$ cat src/rtl/io_uart_pkg.sv
// Shared constants, state encodings and the STATUS packing helper for io_uart.
package io_uart_pkg;

    localparam logic [7:0] ADDR_DATA   = 8'h00;
    localparam logic [7:0] ADDR_STATUS = 8'h01;
    localparam logic [7:0] ADDR_CLEAR  = 8'h02;

    localparam int STAT_RX_NEMPTY = 0;
    localparam int STAT_TX_NFULL  = 1;
    localparam int STAT_OVERRUN   = 2;
    localparam int STAT_TX_IDLE   = 3;
    localparam int STAT_FRAME_ERR = 4;

    typedef enum logic [1:0] {TX_IDLE, TX_START, TX_DATA, TX_STOP} txState_t;
    typedef enum logic [1:0] {RX_IDLE, RX_START, RX_DATA, RX_STOP} rxState_t;

    function automatic logic [7:0] packStatus(input logic rxNotEmpty, input logic txNotFull,
                                              input logic overrun, input logic txIdle,
                                              input logic frameErr);
        logic [7:0] s;
        s = 8'h00;
        s[STAT_RX_NEMPTY] = rxNotEmpty;
        s[STAT_TX_NFULL]  = txNotFull;
        s[STAT_OVERRUN]   = overrun;
        s[STAT_TX_IDLE]   = txIdle;
        s[STAT_FRAME_ERR] = frameErr;
        return s;
    endfunction

endpackage

$ cat src/rtl/io_uart_if.sv
// CPU expansion-bus signals seen by the UART; the CPU side is the master.
interface io_uart_if;
    logic [7:0] i_bus;
    logic [7:0] o_bus;
    logic       o_busNOE;
    logic       i_ioNCE;
    logic [7:0] i_ioAddress;
    logic       i_ioNOE;
    logic       i_ioNWE;

    modport master (output i_bus, i_ioNCE, i_ioAddress, i_ioNOE, i_ioNWE,
                    input  o_bus, o_busNOE);
    modport slave  (input  i_bus, i_ioNCE, i_ioAddress, i_ioNOE, i_ioNWE,
                    output o_bus, o_busNOE);
endinterface

$ cat src/rtl/io_uart_sync_fifo.sv
// Single-clock first-word-fall-through FIFO; a pop on a full FIFO frees room for a same-cycle push.
module sync_fifo #(
    parameter int WIDTH = 8,
    parameter int DEPTH = 16
) (
    input  logic             clk,
    input  logic             resetn,
    input  logic             push,
    input  logic [WIDTH-1:0] pushData,
    input  logic             pop,
    output logic [WIDTH-1:0] popData,
    output logic             empty,
    output logic             full
);
    localparam int AW = $clog2(DEPTH);
    localparam logic [AW:0] PTR_INC = {{AW{1'b0}}, 1'b1};

    logic [AW:0]      wrPtr_r;
    logic [AW:0]      rdPtr_r;
    logic [WIDTH-1:0] mem_r [DEPTH];
    logic             doPush_s;
    logic             doPop_s;

    assign empty    = (wrPtr_r == rdPtr_r);
    assign full     = (wrPtr_r[AW] != rdPtr_r[AW]) && (wrPtr_r[AW-1:0] == rdPtr_r[AW-1:0]);
    assign doPop_s  = pop && !empty;
    assign doPush_s = push && (!full || doPop_s);
    assign popData  = mem_r[rdPtr_r[AW-1:0]];

    // storage array, no reset needed since pointers gate visibility
    always_ff @(posedge clk) begin
        if (doPush_s) begin
            mem_r[wrPtr_r[AW-1:0]] <= pushData;
        end
    end

    // read and write pointers
    always_ff @(posedge clk) begin
        if (!resetn) begin
            wrPtr_r <= '0;
            rdPtr_r <= '0;
        end else begin
            if (doPush_s) wrPtr_r <= wrPtr_r + PTR_INC;
            if (doPop_s)  rdPtr_r <= rdPtr_r + PTR_INC;
        end
    end
endmodule

$ cat src/rtl/io_uart.sv
// 8N1 UART on the CPU expansion bus: synchronised bus decode, TX shifter, RX sampler, two FIFOs.
module io_uart
    import io_uart_pkg::*;
#(
    parameter int CLK_HZ     = 100_000_000,
    parameter int BAUD       = 115200,
    parameter int FIFO_DEPTH = 16
) (
    input  logic      i_clk100,
    input  logic      i_resetn,
    io_uart_if.slave  cpu,
    input  logic      i_serialIn,
    output logic      o_serialOut
);
    localparam int DIV = (CLK_HZ + BAUD / 2) / BAUD;
    localparam int CW  = $clog2(DIV);
    localparam logic [CW-1:0] BIT_LAST  = CW'(DIV - 1);
    localparam logic [CW-1:0] HALF_LAST = CW'(DIV / 2 - 1);
    localparam logic [CW-1:0] CNT_INC   = {{(CW - 1){1'b0}}, 1'b1};

    logic [19:0] rawIn_s, syncA_r, syncB_r;
    logic        serialS, nceS, noeS, nweS;
    logic [7:0]  addrS, dataS;
    logic        nwePrev_r, noePrev_r, rxPrev_r;
    logic        wrCommit_s, txPush_s, clearWr_s, rxPop_s;
    logic        txEmpty_s, txFull_s, rxEmpty_s, rxFull_s, txPop_s;
    logic [7:0]  txHead_s, rxHead_s, busOut_s;
    txState_t    txState_r;
    rxState_t    rxState_r;
    logic [CW-1:0] txCnt_r, rxCnt_r;
    logic [2:0]  txBit_r, rxBit_r;
    logic [7:0]  txShift_r, rxShift_r;
    logic        txLine_r, overrun_r, frameErr_r;
    logic        rxStopPoint_s, rxPush_s, newFrameErr_s, newOverrun_s;

    assign rawIn_s = {i_serialIn, cpu.i_ioNCE, cpu.i_ioNOE, cpu.i_ioNWE, cpu.i_ioAddress, cpu.i_bus};
    assign {serialS, nceS, noeS, nweS, addrS, dataS} = syncB_r;

    // two-flop synchronisers plus edge-detect history, all idling high
    always_ff @(posedge i_clk100) begin
        if (!i_resetn) begin
            syncA_r   <= '1;
            syncB_r   <= '1;
            nwePrev_r <= 1'b1;
            noePrev_r <= 1'b1;
            rxPrev_r  <= 1'b1;
        end else begin
            syncA_r   <= rawIn_s;
            syncB_r   <= syncA_r;
            nwePrev_r <= nweS;
            noePrev_r <= noeS;
            rxPrev_r  <= serialS;
        end
    end

    assign wrCommit_s = nweS && !nwePrev_r && !nceS;
    assign txPush_s   = wrCommit_s && (addrS == ADDR_DATA);
    assign clearWr_s  = wrCommit_s && (addrS == ADDR_CLEAR);
    assign rxPop_s    = noeS && !noePrev_r && !nceS && (addrS == ADDR_DATA) && !rxEmpty_s;
    assign txPop_s    = !txEmpty_s && ((txState_r == TX_IDLE) ||
                                       ((txState_r == TX_STOP) && (txCnt_r == BIT_LAST)));

    sync_fifo #(.WIDTH(8), .DEPTH(FIFO_DEPTH)) u_txFifo (
        .clk(i_clk100), .resetn(i_resetn), .push(txPush_s), .pushData(dataS),
        .pop(txPop_s), .popData(txHead_s), .empty(txEmpty_s), .full(txFull_s));

    sync_fifo #(.WIDTH(8), .DEPTH(FIFO_DEPTH)) u_rxFifo (
        .clk(i_clk100), .resetn(i_resetn), .push(rxPush_s), .pushData(rxShift_r),
        .pop(rxPop_s), .popData(rxHead_s), .empty(rxEmpty_s), .full(rxFull_s));

    // TX shifter; the line register follows the state one cycle later
    always_ff @(posedge i_clk100) begin
        if (!i_resetn) begin
            txState_r <= TX_IDLE;
            txCnt_r   <= '0;
            txBit_r   <= 3'd0;
            txShift_r <= 8'h00;
            txLine_r  <= 1'b1;
        end else begin
            txLine_r <= (txState_r == TX_START) ? 1'b0 :
                        (txState_r == TX_DATA)  ? txShift_r[0] : 1'b1;
            case (txState_r)
                TX_IDLE: begin
                    if (txPop_s) begin
                        txShift_r <= txHead_s;
                        txCnt_r   <= '0;
                        txState_r <= TX_START;
                    end
                end
                TX_START: begin
                    if (txCnt_r == BIT_LAST) begin
                        txCnt_r   <= '0;
                        txBit_r   <= 3'd0;
                        txState_r <= TX_DATA;
                    end else begin
                        txCnt_r <= txCnt_r + CNT_INC;
                    end
                end
                TX_DATA: begin
                    if (txCnt_r == BIT_LAST) begin
                        txCnt_r   <= '0;
                        txShift_r <= {1'b0, txShift_r[7:1]};
                        if (txBit_r == 3'd7) txState_r <= TX_STOP;
                        else                 txBit_r   <= txBit_r + 3'd1;
                    end else begin
                        txCnt_r <= txCnt_r + CNT_INC;
                    end
                end
                TX_STOP: begin
                    if (txCnt_r == BIT_LAST) begin
                        txCnt_r <= '0;
                        if (txPop_s) begin
                            txShift_r <= txHead_s;
                            txState_r <= TX_START;
                        end else begin
                            txState_r <= TX_IDLE;
                        end
                    end else begin
                        txCnt_r <= txCnt_r + CNT_INC;
                    end
                end
                default: txState_r <= TX_IDLE;
            endcase
        end
    end

    assign rxStopPoint_s = (rxState_r == RX_STOP) && (rxCnt_r == BIT_LAST);
    assign rxPush_s      = rxStopPoint_s && serialS;
    assign newFrameErr_s = rxStopPoint_s && !serialS;
    assign newOverrun_s  = rxPush_s && rxFull_s && !rxPop_s;

    // RX sampler: mid-bit sampling anchored on the start-bit midpoint
    always_ff @(posedge i_clk100) begin
        if (!i_resetn) begin
            rxState_r <= RX_IDLE;
            rxCnt_r   <= '0;
            rxBit_r   <= 3'd0;
            rxShift_r <= 8'h00;
        end else begin
            case (rxState_r)
                RX_IDLE: begin
                    if (rxPrev_r && !serialS) begin
                        rxCnt_r   <= '0;
                        rxState_r <= RX_START;
                    end
                end
                RX_START: begin
                    if (rxCnt_r == HALF_LAST) begin
                        rxCnt_r   <= '0;
                        rxBit_r   <= 3'd0;
                        rxState_r <= serialS ? RX_IDLE : RX_DATA;
                    end else begin
                        rxCnt_r <= rxCnt_r + CNT_INC;
                    end
                end
                RX_DATA: begin
                    if (rxCnt_r == BIT_LAST) begin
                        rxCnt_r   <= '0;
                        rxShift_r <= {serialS, rxShift_r[7:1]};
                        if (rxBit_r == 3'd7) rxState_r <= RX_STOP;
                        else                 rxBit_r   <= rxBit_r + 3'd1;
                    end else begin
                        rxCnt_r <= rxCnt_r + CNT_INC;
                    end
                end
                RX_STOP: begin
                    if (rxCnt_r == BIT_LAST) rxState_r <= RX_IDLE;
                    else                     rxCnt_r   <= rxCnt_r + CNT_INC;
                end
                default: rxState_r <= RX_IDLE;
            endcase
        end
    end

    // sticky error flags; a new error in the same cycle as CLEAR keeps the flag set
    always_ff @(posedge i_clk100) begin
        if (!i_resetn) begin
            overrun_r  <= 1'b0;
            frameErr_r <= 1'b0;
        end else begin
            if (newOverrun_s)    overrun_r  <= 1'b1;
            else if (clearWr_s)  overrun_r  <= 1'b0;
            if (newFrameErr_s)   frameErr_r <= 1'b1;
            else if (clearWr_s)  frameErr_r <= 1'b0;
        end
    end

    // read mux keyed on the raw address so data is ready within the CPU's own cycle
    always_comb begin
        busOut_s = 8'hFF;
        case (cpu.i_ioAddress)
            ADDR_DATA:   busOut_s = rxEmpty_s ? 8'h00 : rxHead_s;
            ADDR_STATUS: busOut_s = packStatus(!rxEmpty_s, !txFull_s, overrun_r,
                                               txEmpty_s && (txState_r == TX_IDLE), frameErr_r);
            ADDR_CLEAR:  busOut_s = 8'h00;
            default:     busOut_s = 8'hFF;
        endcase
    end

    assign cpu.o_bus    = busOut_s;
    assign cpu.o_busNOE = cpu.i_ioNCE | cpu.i_ioNOE;
    assign o_serialOut  = txLine_r;
endmodule
$ cat src/flat_wrapper.sv
// flat-port wrapper written by rule: the top's interface ports become plain ports
module io_uart_flat import io_uart_pkg::*;
#(
    parameter int CLK_HZ     = 100_000_000,
    parameter int BAUD       = 115200,
    parameter int FIFO_DEPTH = 16
)
  (i_clk100, i_resetn, i_serialIn, o_serialOut, cpu_i_bus, cpu_i_ioNCE, cpu_i_ioAddress, cpu_i_ioNOE, cpu_i_ioNWE, cpu_o_bus, cpu_o_busNOE);
  io_uart_if cpu_i ();
  input  logic i_clk100;
  input  logic i_resetn;
  input  logic i_serialIn;
  output logic o_serialOut;
  input wire logic [$bits(cpu_i.i_bus)-1:0] cpu_i_bus;
  input wire logic [$bits(cpu_i.i_ioNCE)-1:0] cpu_i_ioNCE;
  input wire logic [$bits(cpu_i.i_ioAddress)-1:0] cpu_i_ioAddress;
  input wire logic [$bits(cpu_i.i_ioNOE)-1:0] cpu_i_ioNOE;
  input wire logic [$bits(cpu_i.i_ioNWE)-1:0] cpu_i_ioNWE;
  output wire logic [$bits(cpu_i.o_bus)-1:0] cpu_o_bus;
  output wire logic [$bits(cpu_i.o_busNOE)-1:0] cpu_o_busNOE;
  assign cpu_i.i_bus = cpu_i_bus;
  assign cpu_i.i_ioNCE = cpu_i_ioNCE;
  assign cpu_i.i_ioAddress = cpu_i_ioAddress;
  assign cpu_i.i_ioNOE = cpu_i_ioNOE;
  assign cpu_i.i_ioNWE = cpu_i_ioNWE;
  assign cpu_o_bus = cpu_i.o_bus;
  assign cpu_o_busNOE = cpu_i.o_busNOE;
  io_uart #(.CLK_HZ(CLK_HZ), .BAUD(BAUD), .FIFO_DEPTH(FIFO_DEPTH)) u_core (.i_clk100(i_clk100), .i_resetn(i_resetn), .cpu(cpu_i), .i_serialIn(i_serialIn), .o_serialOut(o_serialOut));
endmodule
$ cat config.mk
export PLATFORM = sky130hd
export DESIGN_NAME = io_uart_flat
export DESIGN_NICKNAME = d
export VERILOG_FILES = /design/src/rtl/io_uart_pkg.sv /design/src/rtl/io_uart_if.sv /design/src/rtl/io_uart_sync_fifo.sv /design/src/rtl/io_uart.sv /design/src/flat_wrapper.sv
export SDC_FILE = /design/constraint.sdc
export NUM_CORES = 1
export LEC_CHECK = 0
export BUFFER_PORTS_ARGS = -buffer_cell sky130_fd_sc_hd__buf_4
export CORE_MARGIN = 2
export CORE_UTILIZATION = 60
export CTS_CLUSTER_SIZE = 40
export DETAILED_ROUTE_END_ITERATION = 10
export PLACE_DENSITY_LB_ADDON = 0.25
export RECOVER_POWER = 25
export SYNTH_ARGS = -nofsm -noshare
export SYNTH_HDL_FRONTEND = slang
export SYNTH_SLANG_ARGS = --single-unit
$ cat constraint.sdc
create_clock -name i_clk100 -period 8.4 [get_ports i_clk100]
set_input_delay 1.68 -clock i_clk100 [delete_from_list [all_inputs] [get_ports i_clk100]]
set_output_delay 1.68 -clock i_clk100 [all_outputs]
set_load 0.01 [all_outputs]
After elaboration in Yosys (flattened, before gate mapping)
Memory sizes are Yosys's and may differ from the RTL's. A register that Yosys moved wholly into a read port is not among the register bits.
Index checks and enable logic that the tools add are counted.
Widths: inputs -> output; s select.
{"block": "totals", "rom_bits": 0, "n_memories": 2, "wordCells": 165, "latch_bits": 0, "ram_bits": 256, "output_inout_bits": 10, "register_bits": 112}
{"block": "classes", "order_cmp": 0, "bitwise": 1, "n_reduce_logical": 52, "eq_ne": 33, "n_div": 0, "mul": 0, "n_shift": 0, "mux": 49, "n_addsub": 8}
{"name": "u_core.u_rxFifo.mem_r", "depth": 16, "word_bits": 8, "read_ports": 1, "rd_ports_with_merged_regs": 1, "wr": 1, "line": "io_uart_sync_fifo.sv:20", "source": "logic [WIDTH-1:0] mem_r [DEPTH];"}
{"name": "u_core.u_txFifo.mem_r", "depth": 16, "word_bits": 8, "read_ports": 1, "rd_ports_with_merged_regs": 1, "wr": 1, "line": "io_uart_sync_fifo.sv:20"}
{"operator": "$mux 10", "n": 6}
{"operator": "$pmux 8 s3", "n": 2}
{"operator": "$pmux 10 s4", "n": 1}
{"operator": "$mux 8", "n": 4}
{"operator": "$logic_and 1x1->1", "n": 23}
{"operator": "$mux 2", "n": 11}
{"operator": "$add 10x1->10 const B", "n": 2}
{"operator": "$add 5x1->5 const B", "n": 4}
{"operator": "$eq 10x10->1 const B", "n": 2}
{"operator": "$pmux 10 s2", "n": 1}
{"operator": "$mux 3", "n": 6}
{"operator": "$eq 8x2->1 const B", "n": 2}
{"operator": "$logic_not 8->1", "n": 2}
{"operator": "$mux 4", "n": 4}
{"operator": "$pmux 2 s4", "n": 2}
{"operator": "$ne 2x2->1 const B", "n": 7}
{"operator": "$ne 2x1->1 const B", "n": 6}
{"operator": "$pmux 3 s2", "n": 2}
{"operator": "$eq 10x9->1 const B", "n": 1}
{"operator": "$eq 5x5->1", "n": 2}
{"operator": "$mux 1", "n": 10}
{"operator": "$reduce_and 5->1", "n": 2}
{"operator": "$logic_not 1->1", "n": 9}
{"operator": "$eq 2x2->1 const B", "n": 4}
{"operator": "other kinds (15)", "n": 28}

Longest topological paths before layout
Gate-level depths: netlist of run 1.
{"block": "logic_depth", "ltp_word": 10, "ltp_mapped": 8, "depth_no_buf": 7}

By module
A second synthesis of run 1 with hierarchy kept.
{"block": "unflattened", "cells_unflattened": 960, "hier_area_um2": 15352.2}
{"module": "sync_fifo", "cells_each": 267, "n_inst": 2, "seq_area_each_um2": 4124.0, "area_per_inst_um2": 5720.5}
{"module": "io_uart", "cells_each": 426, "n_inst": 1, "seq_area_each_um2": 1841.8, "area_per_inst_um2": 3911.3}

Least setup slack after synthesis of run 1
Ideal clock, no wire load.
{"block": "synth_path", "kind": "in2out", "start": "in cpu_i_ioAddress[5]", "end": "out cpu_o_bus[2]", "path_stages": 4, "arrival_ns": 2.634, "slack_ns": 4.086, "path_cell_list": "nor4_1 -> nand2_1 -> a21o_1 -> a221o_1"}
{"block": "synth_via", "elab_chain_len": 2, "word_cells_on_any_way": 4}
{"element": "start, declared", "line": "flat_wrapper.sv:16", "source": "input wire logic [$bits(cpu_i.i_ioAddress)-1:0] cpu_i_ioAddress;"}
{"element": "$eq 8x2->1, or another cell as far along", "line": "io_uart.sv:191", "source": "case (cpu.i_ioAddress)"}
{"element": "$pmux 8 s3 *", "line": "io_uart.sv:191"}
{"element": "end, declared", "line": "flat_wrapper.sv:19", "source": "output wire logic [$bits(cpu_i.o_bus)-1:0] cpu_o_bus;"}
Every way passes the cells marked *; elsewhere a longest branch is shown, timed or not.

Final worst setup path of run 1
{"block": "layout_path", "start": "in cpu_i_ioAddress[5]", "end": "out cpu_o_bus[3]"}
Same word-level chain as after synthesis.

==> results of run 1 <==
-- through the flow --
| stage | cells | utilization, % |
|---|---|---|
| 3_5_place_dp | 1332 | 63.0 |
| 6_report | 1401 | 68.0 |
| 2_1_floorplan | 1008 | - |
| 4_1_cts | 1401 | 68.0 |
| 3_3_place_gp | 1332 | 63.0 |
| 5_1_grt | 1401 | 68.0 |
-- worst max-delay path by stage --
stage / end / cells past startpoint / from / slack [ns]
2_1_floorplan: cpu_o_bus[2] / 4 / cpu_i_ioAddress[5] / 4.09
3_3_place_gp: cpu_o_bus[4] / 6 / cpu_i_ioAddress[5] / 3.31
3_5_place_dp: cpu_o_bus[3] / 6 / cpu_i_ioAddress[5] / 3.33
4_1_cts: cpu_o_bus[3] / 6 / cpu_i_ioAddress[5] / 3.32
5_1_grt: cpu_o_bus[3] / 6 / cpu_i_ioAddress[5] / 3.25
6_report: cpu_o_bus[3] / 6 / cpu_i_ioAddress[5] / 3.32
-- registers in the layout (all words and copies together), names as in the netlist, 2 cells and up, named ones only --
signal / count
u_core.u_rxFifo.mem_r: 128
u_core.u_txFifo.mem_r: 128
u_core.syncA_r: 20
u_core.syncB_r: 20
u_core.rxCnt_r: 10
u_core.txCnt_r: 10
u_core.rxShift_r: 8
u_core.txShift_r: 8
u_core.u_rxFifo.rdPtr_r: 5
u_core.u_rxFifo.wrPtr_r: 5
u_core.u_txFifo.rdPtr_r: 5
u_core.u_txFifo.wrPtr_r: 5
u_core.rxBit_r: 3
u_core.txBit_r: 3
u_core.txState_r: 2
-- report_power, final --
group / internal (mW) / total, mW / switching [mW] / leakage (nW)
clock network: 1.02 / 1.68 / 0.660 / 0.624
registers: 1.99 / 2.01 / 0.0231 / 3.29
logic: 0.113 / 0.256 / 0.143 / 1.72
total: 3.12 / 3.95 / 0.826 / 5.63
-- cell usage after synthesis, types with 14 or more instances --
| cell | n | area (sq um) |
|---|---|---|
| clkbuf_1 | 29 | 109 |
| nand3_1 | 18 | 90.1 |
| edfxtp_1 | 256 | 7690 |
| mux2i_1 | 39 | 390 |
| nor2_1 | 73 | 274 |
| nand2b_1 | 54 | 338 |
| nand2_1 | 32 | 120 |
| ha_1 | 23 | 288 |
| o21ai_0 | 16 | 80.1 |
| xnor2_1 | 20 | 175 |
| and3_1 | 16 | 100 |
| dfxtp_1 | 120 | 2400 |
| mux4_2 | 62 | 1400 |
| a211oi_1 | 14 | 105 |
| inv_1 | 16 | 60.1 |
| nor2b_1 | 18 | 113 |
| a21oi_1 | 43 | 215 |
-- critical path: cells and delay by family --
family	cells	cell delay, ns
buf+inv	2	0.26
simple gates	2	0.90
compound gates	2	0.54
-- area by class of cell --
cell class              count  area share, %
clock buffers              53           6.33
clock inverters            16           1.06
inverters                  17          0.375
multi-input cells         567           28.7
flip-flops and latches    376           59.2
well taps                 330           2.42
repair buffers             42           1.85
-- routing by layer --
metal / GRT usage, % / part of all wire, % / up-vias
met5: 0 / 0 / -
met4: 5.99 / 1.8 / 0
met3: 3.43 / 6.3 / 44
met2: 36.1 / 48 / 243
met1: 33.8 / 44 / 4161
li1: - / - / 3924
-- cells by family (layout without fill, tap and decap cells) --
family          after synthesis  in the layout  share of synthesized area [%]
compound gates              132            132                           6.05
xor+xnor                     31             31                           1.78
fa+ha+maj                    23             23                           1.89
buf+inv                      65            128                           1.80
flops                       376            376                           66.2
mux                         105            105                           12.0
simple gates                276            276                           10.2
==> run_results.csv, run 1 <==
group,metric,value,unit
floorplan,dieArea,0.0267,sq mm
layout,antenna_cells,0,
layout,fillers,1689,
layout,multi_input_area,0.00489,sq mm
critical_path,path_cells,"buf_4 -> nor4_1 -> nand2_1 -> a21o_1 -> a221o_1 -> buf_4",
synthesis,synth-edff-count,256,
floorplan,rows,58,
synthesis,async_reset_ff_share,0,%
route,vias,8372,
timing,max_freq,197,MHz
layout,area_growth,11.8,%
clock_tree,cts_root_buffer,"clkbuf_16",
route,wl_per_cell,20.9,microns
synthesis,ys_warn_count,0,
layout,fin_nets,1087,
pwr,finalPower,3.95,mW
synthesis,ys_seq_area_share,66.2,%
synthesis,synthFlopType,"edfxtp_1",
clock_tree,htreeDepth,2,
worst_hold_path,hp-class,"register to register",
place,hpwl,18100,microns
clock_tree,cts_buffer_depth,3,
grt,grt_overflow,0,
route,viasPerCell,5.98,
floorplan,die_y,163,microns
pwr,power_density,232,mW/mm^2
synthesis,synth_cell_type_count,69,
worst_hold_path,holdPathStages,1,
critical_path,worstSetupStartpointType,"input port",
timing,worstMarginPinSlew,0.957,ns
place,portBuffers,31,
timing,report.final.slew_viol_count,0,
flow_run,cap_violations,0,
clock_tree,cts_tree,"yes",
synthesis,postSynthAreaPerCell,15.1,sq um
critical_path,rrSetupSlack,5.02,ns
floorplan,ioPinCount,32,
floorplan,start_util,60.8,%
timing,hold_viol,0,
timing,skew,0.0172,ns
worst_hold_path,min_to,"u_core.syncB_r[19]$_SDFF_PN1_",
route,drcViolationCount,0,
grt,grt_pass1_wl,46400,microns
critical_path,worstSetupPathType,"input port to primary output",
clock_tree,clk_pin_slew,0.06,ns
critical_path,reg2reg_from,"u_core.rxCnt_r[0]$_SDFFE_PN0P_",
synthesis,synth_seq_cells,376,
clock_tree,postCtsHoldBufs,0,
critical_path,timing.rr.end,"u_core.u_rxFifo.mem_r[7][3]$_DFFE_PP_",
place,place_ws,3.33,ns
pwr,ir_worst_vdd,0.183,mV
synthesis,synth_cells,1008,
status,status,"completed",
critical_path,max_stage_delay,0.59,ns
critical_path,crit_arrival,3.40,ns
critical_path,crit_fanout,5,
route,drtIter0Drc,787,
timing,relSlewSlack,36.0,%
route,drt_pass1_iterations,7,
critical_path,ff2ff_path_depth,6,
clock_tree,cts.sinks,376,
critical_path,slowest_stage,"nor4_1",
critical_path,path_common_cell,"buf_4",
route,wl,29300,microns
place,place_area,0.0158,sq mm
clock_tree,cts_resized,0,
timing,post-route-min-period,5.08,ns
floorplan,die_w,163,microns
critical_path,cp.required,6.72,ns
layout,ff_latch_area,0.0101,sq mm
grt,antenna_found_initial,0,
synthesis,synth_nets,1053,
clock_tree,cts_setup_buffers,0,
route,drtAntennaViolNets,0,
timing,rsz0062_at_grt,"no",
layout,stdcell_area,0.0170,sq mm
layout,drive_gt1_share,18.4,%
grt,track_usage,22.9,%
layout,most-common-layout-cells,"edfxtp_1, dfxtp_1, nor2_1, mux4_2, nand2b_1",
timing,setup_ws,3.32,ns
grt,grt_max_degree,58,
timing,tns,0,ns
timing,finalCritPeriodShare,60.4,%
timing,finalSetupViolations,0,
synthesis,syn-cell-area,0.0152,sq mm
timing,holdWs,0.405,ns
floorplan,core-area,0.0250,sq mm
grt,grt_pass1_vias,8270,
clock_tree,cts_made_buffers,38,
place,gp_congestion,0.799,
pwr,p_leak,5.63,nW
worst_hold_path,min_from,"u_core.syncA_r[19]$_SDFF_PN1_",
critical_path,end_kind,"primary output",
clock_tree,clock_latency,0.52,ns
layout,final_common_cell,"edfxtp_1",
Power figures use the tool's default switching activity.
==> inputs of run 2 (changes only) <==
--- a/config.mk
+++ b/config.mk
@@ -7,7 +7,7 @@
 export LEC_CHECK = 0
 export BUFFER_PORTS_ARGS = -buffer_cell sky130_fd_sc_hd__buf_4
 export CORE_MARGIN = 2
-export CORE_UTILIZATION = 60
+export CORE_UTILIZATION = 56
 export CTS_CLUSTER_SIZE = 40
 export DETAILED_ROUTE_END_ITERATION = 10
 export PLACE_DENSITY_LB_ADDON = 0.25
==> constraint.sdc (replaced) <==
create_clock -name i_clk100 -period 4.3 [get_ports i_clk100]
set_input_delay 0.86 -clock i_clk100 [delete_from_list [all_inputs] [get_ports i_clk100]]
set_output_delay 0.86 -clock i_clk100 [all_outputs]
set_load 0.01 [all_outputs]
==> run 2 against run 1 <==
Compared with the run above: non-clock buffer count rose by 8; combinational power rose by 83%; clock skew grew 0.0038 ns; design area increased by 0.54%; critical path depth unchanged; flip-flop and latch count did not move; sequential power up 97%; worst setup slack got worse by 2.7 ns; clock power is 98% higher; via count is 0.82% higher; worst hold slack got worse by 0.0026 ns; die area increased by 7.0%.
==> run_results.csv, run 2 (synthesis gave the netlist of run 1 again) <==
group,metric,value,unit
status,status,"completed",
place,gp_congestion,0.787,
layout,final_common_cell,"edfxtp_1",
clock_tree,cts_buffer_depth,3,
clock_tree,cts_root_buffer,"clkbuf_16",
timing,max_freq,269,MHz
timing,finalSetupViolations,0,
grt,antenna_found_initial,0,
critical_path,slowest_stage,"mux4_2",
clock_tree,cts_resized,0,
timing,finalCritPeriodShare,86.4,%
route,vias,8441,
critical_path,cp.required,3.44,ns
clock_tree,htreeDepth,2,
layout,fin_nets,1096,
grt,grt_pass1_vias,8235,
timing,worstMarginPinSlew,0.990,ns
timing,relSlewSlack,33.6,%
route,drtIter0Drc,619,
floorplan,core-area,0.0268,sq mm
clock_tree,postCtsHoldBufs,0,
critical_path,critPathTopFamily,"multiplexers",
clock_tree,cts_made_buffers,39,
worst_hold_path,min_from,"u_core.syncA_r[1]$_SDFF_PN1_",
critical_path,path_common_cell,"buf_4",
timing,hold_viol,0,
layout,finalNonFillerCells,1423,
pwr,p_leak,5.69,nW
timing,post-route-min-period,3.72,ns
pwr,power_density,453,mW/mm^2
route,drcViolationCount,0,
grt,grt_pass1_wl,45200,microns
worst_hold_path,hp-class,"register to register",
timing,skew,0.0210,ns
timing,holdWs,0.402,ns
timing,report.final.slew_viol_count,0,
floorplan,die_w,169,microns
worst_hold_path,holdPathStages,1,
clock_tree,cts_setup_buffers,0,
grt,track_usage,20.5,%
place,portBuffers,31,
worst_hold_path,min_to,"u_core.syncB_r[1]$_SDFF_PN1_",
route,drtAntennaViolNets,0,
critical_path,path_cells,"buf_4 -> mux4_2 -> mux2i_1 -> a21oi_1 -> a221o_1 -> buf_4",
critical_path,crit_buf_inv,2,
critical_path,crit_arrival,2.86,ns
route,wl_per_cell,20.3,microns
layout,area_growth,12.5,%
grt,grt_overflow,0,
critical_path,reg2reg_from,"u_core.rxCnt_r[0]$_SDFFE_PN0P_",
place,dp_cells,1351,
route,drt_pass1_iterations,7,
layout,antenna_cells,0,
layout,drive_gt1_share,19.1,%
route,wl,28900,microns
critical_path,rrSetupSlack,1.09,ns
layout,fillers,1906,
critical_path,ff2ff_path_depth,6,
floorplan,dieArea,0.0285,sq mm
critical_path,worstSetupStartpointType,"register",
floorplan,die_y,169,microns
critical_path,crit_fanout,14,
clock_tree,clk_pin_slew,0.06,ns
pwr,ir_worst_vdd,0.338,mV
critical_path,timing.rr.end,"u_core.u_rxFifo.mem_r[12][2]$_DFFE_PP_",
timing,tns,0,ns
route,viasPerCell,5.93,
clock_tree,cts.sinks,376,
layout,most-common-layout-cells,"edfxtp_1, dfxtp_1, nor2_1, mux4_2, nand2b_1",
place,hpwl,18600,microns
flow_run,cap_violations,0,
critical_path,max_stage_delay,0.54,ns
layout,final_core_util,63.9,%
floorplan,ioPinCount,32,
floorplan,rows,60,
critical_path,end_kind,"primary output",
clock_tree,clock_latency,0.52,ns
clock_tree,cts_tree,"yes",
floorplan,start_util,56.8,%
timing,rsz0062_at_grt,"no",
critical_path,worstSetupPathType,"register to primary output",
grt,grt_max_degree,58,
[run 2: layout make-up]
cell class	count	area, sq um	share of cell area [%]
multi-input cells	567	4880	28.5
flip-flops and latches	376	10100	58.9
clock inverters	14	143	0.833
well taps	341	427	2.49
repair buffers	50	375	2.19
clock buffers	58	1150	6.71
inverters	17	63.8	0.373
[run 2: where the power goes]
group | internal (mW) | switching [mW]
sequential | 3.88 | 0.0761
combinational | 0.220 | 0.249
clock | 1.99 | 1.34
[run 2: through the flow]
stage | power, mW | setup slack [ns] | cell area (sq um)
after floorplan | 4.38 | 1.49 | 15200
after global routing | 8.00 | 0.386 | 17100
after detailed placement | 4.50 | 1.06 | 15800
after CTS | 7.81 | 0.532 | 17100
after global placement | 4.50 | 1.04 | 15800
final | 7.76 | 0.583 | 17100
[run 2: worst reg2reg max path, stage by stage (launching register included)]
cell,delay (ns)
dfxtp_1,0.39
ha_1,0.26
and4bb_2,0.29
nand4_1,0.15
a311oi_1,0.70
nand2_1,0.30
nor2_1,0.72
[run 2: how the worst max path moves through the flow]
| stage | start | end | depth (start not counted) |
|---|---|---|---|
| finish | register | cpu_o_bus[2] | 6 |
| CTS | register | cpu_o_bus[2] | 6 |
| global placement | cpu_i_ioAddress[5] | cpu_o_bus[2] | 7 |
| global route | register | cpu_o_bus[4] | 7 |
| detailed placement | cpu_i_ioAddress[5] | cpu_o_bus[2] | 7 |
| floorplan | register | cpu_o_bus[5] | 7 |
[run 2: layer usage]
metal	track usage, %	part of all wire, %	vias to the layer above	routed length (microns)
met1	29.1	45	4244	13000
met5	0	0	-	0
li1	-	-	3942	-
met4	5.70	2.2	0	625
met3	3.72	5.4	45	1570
met2	33.0	47	210	13700
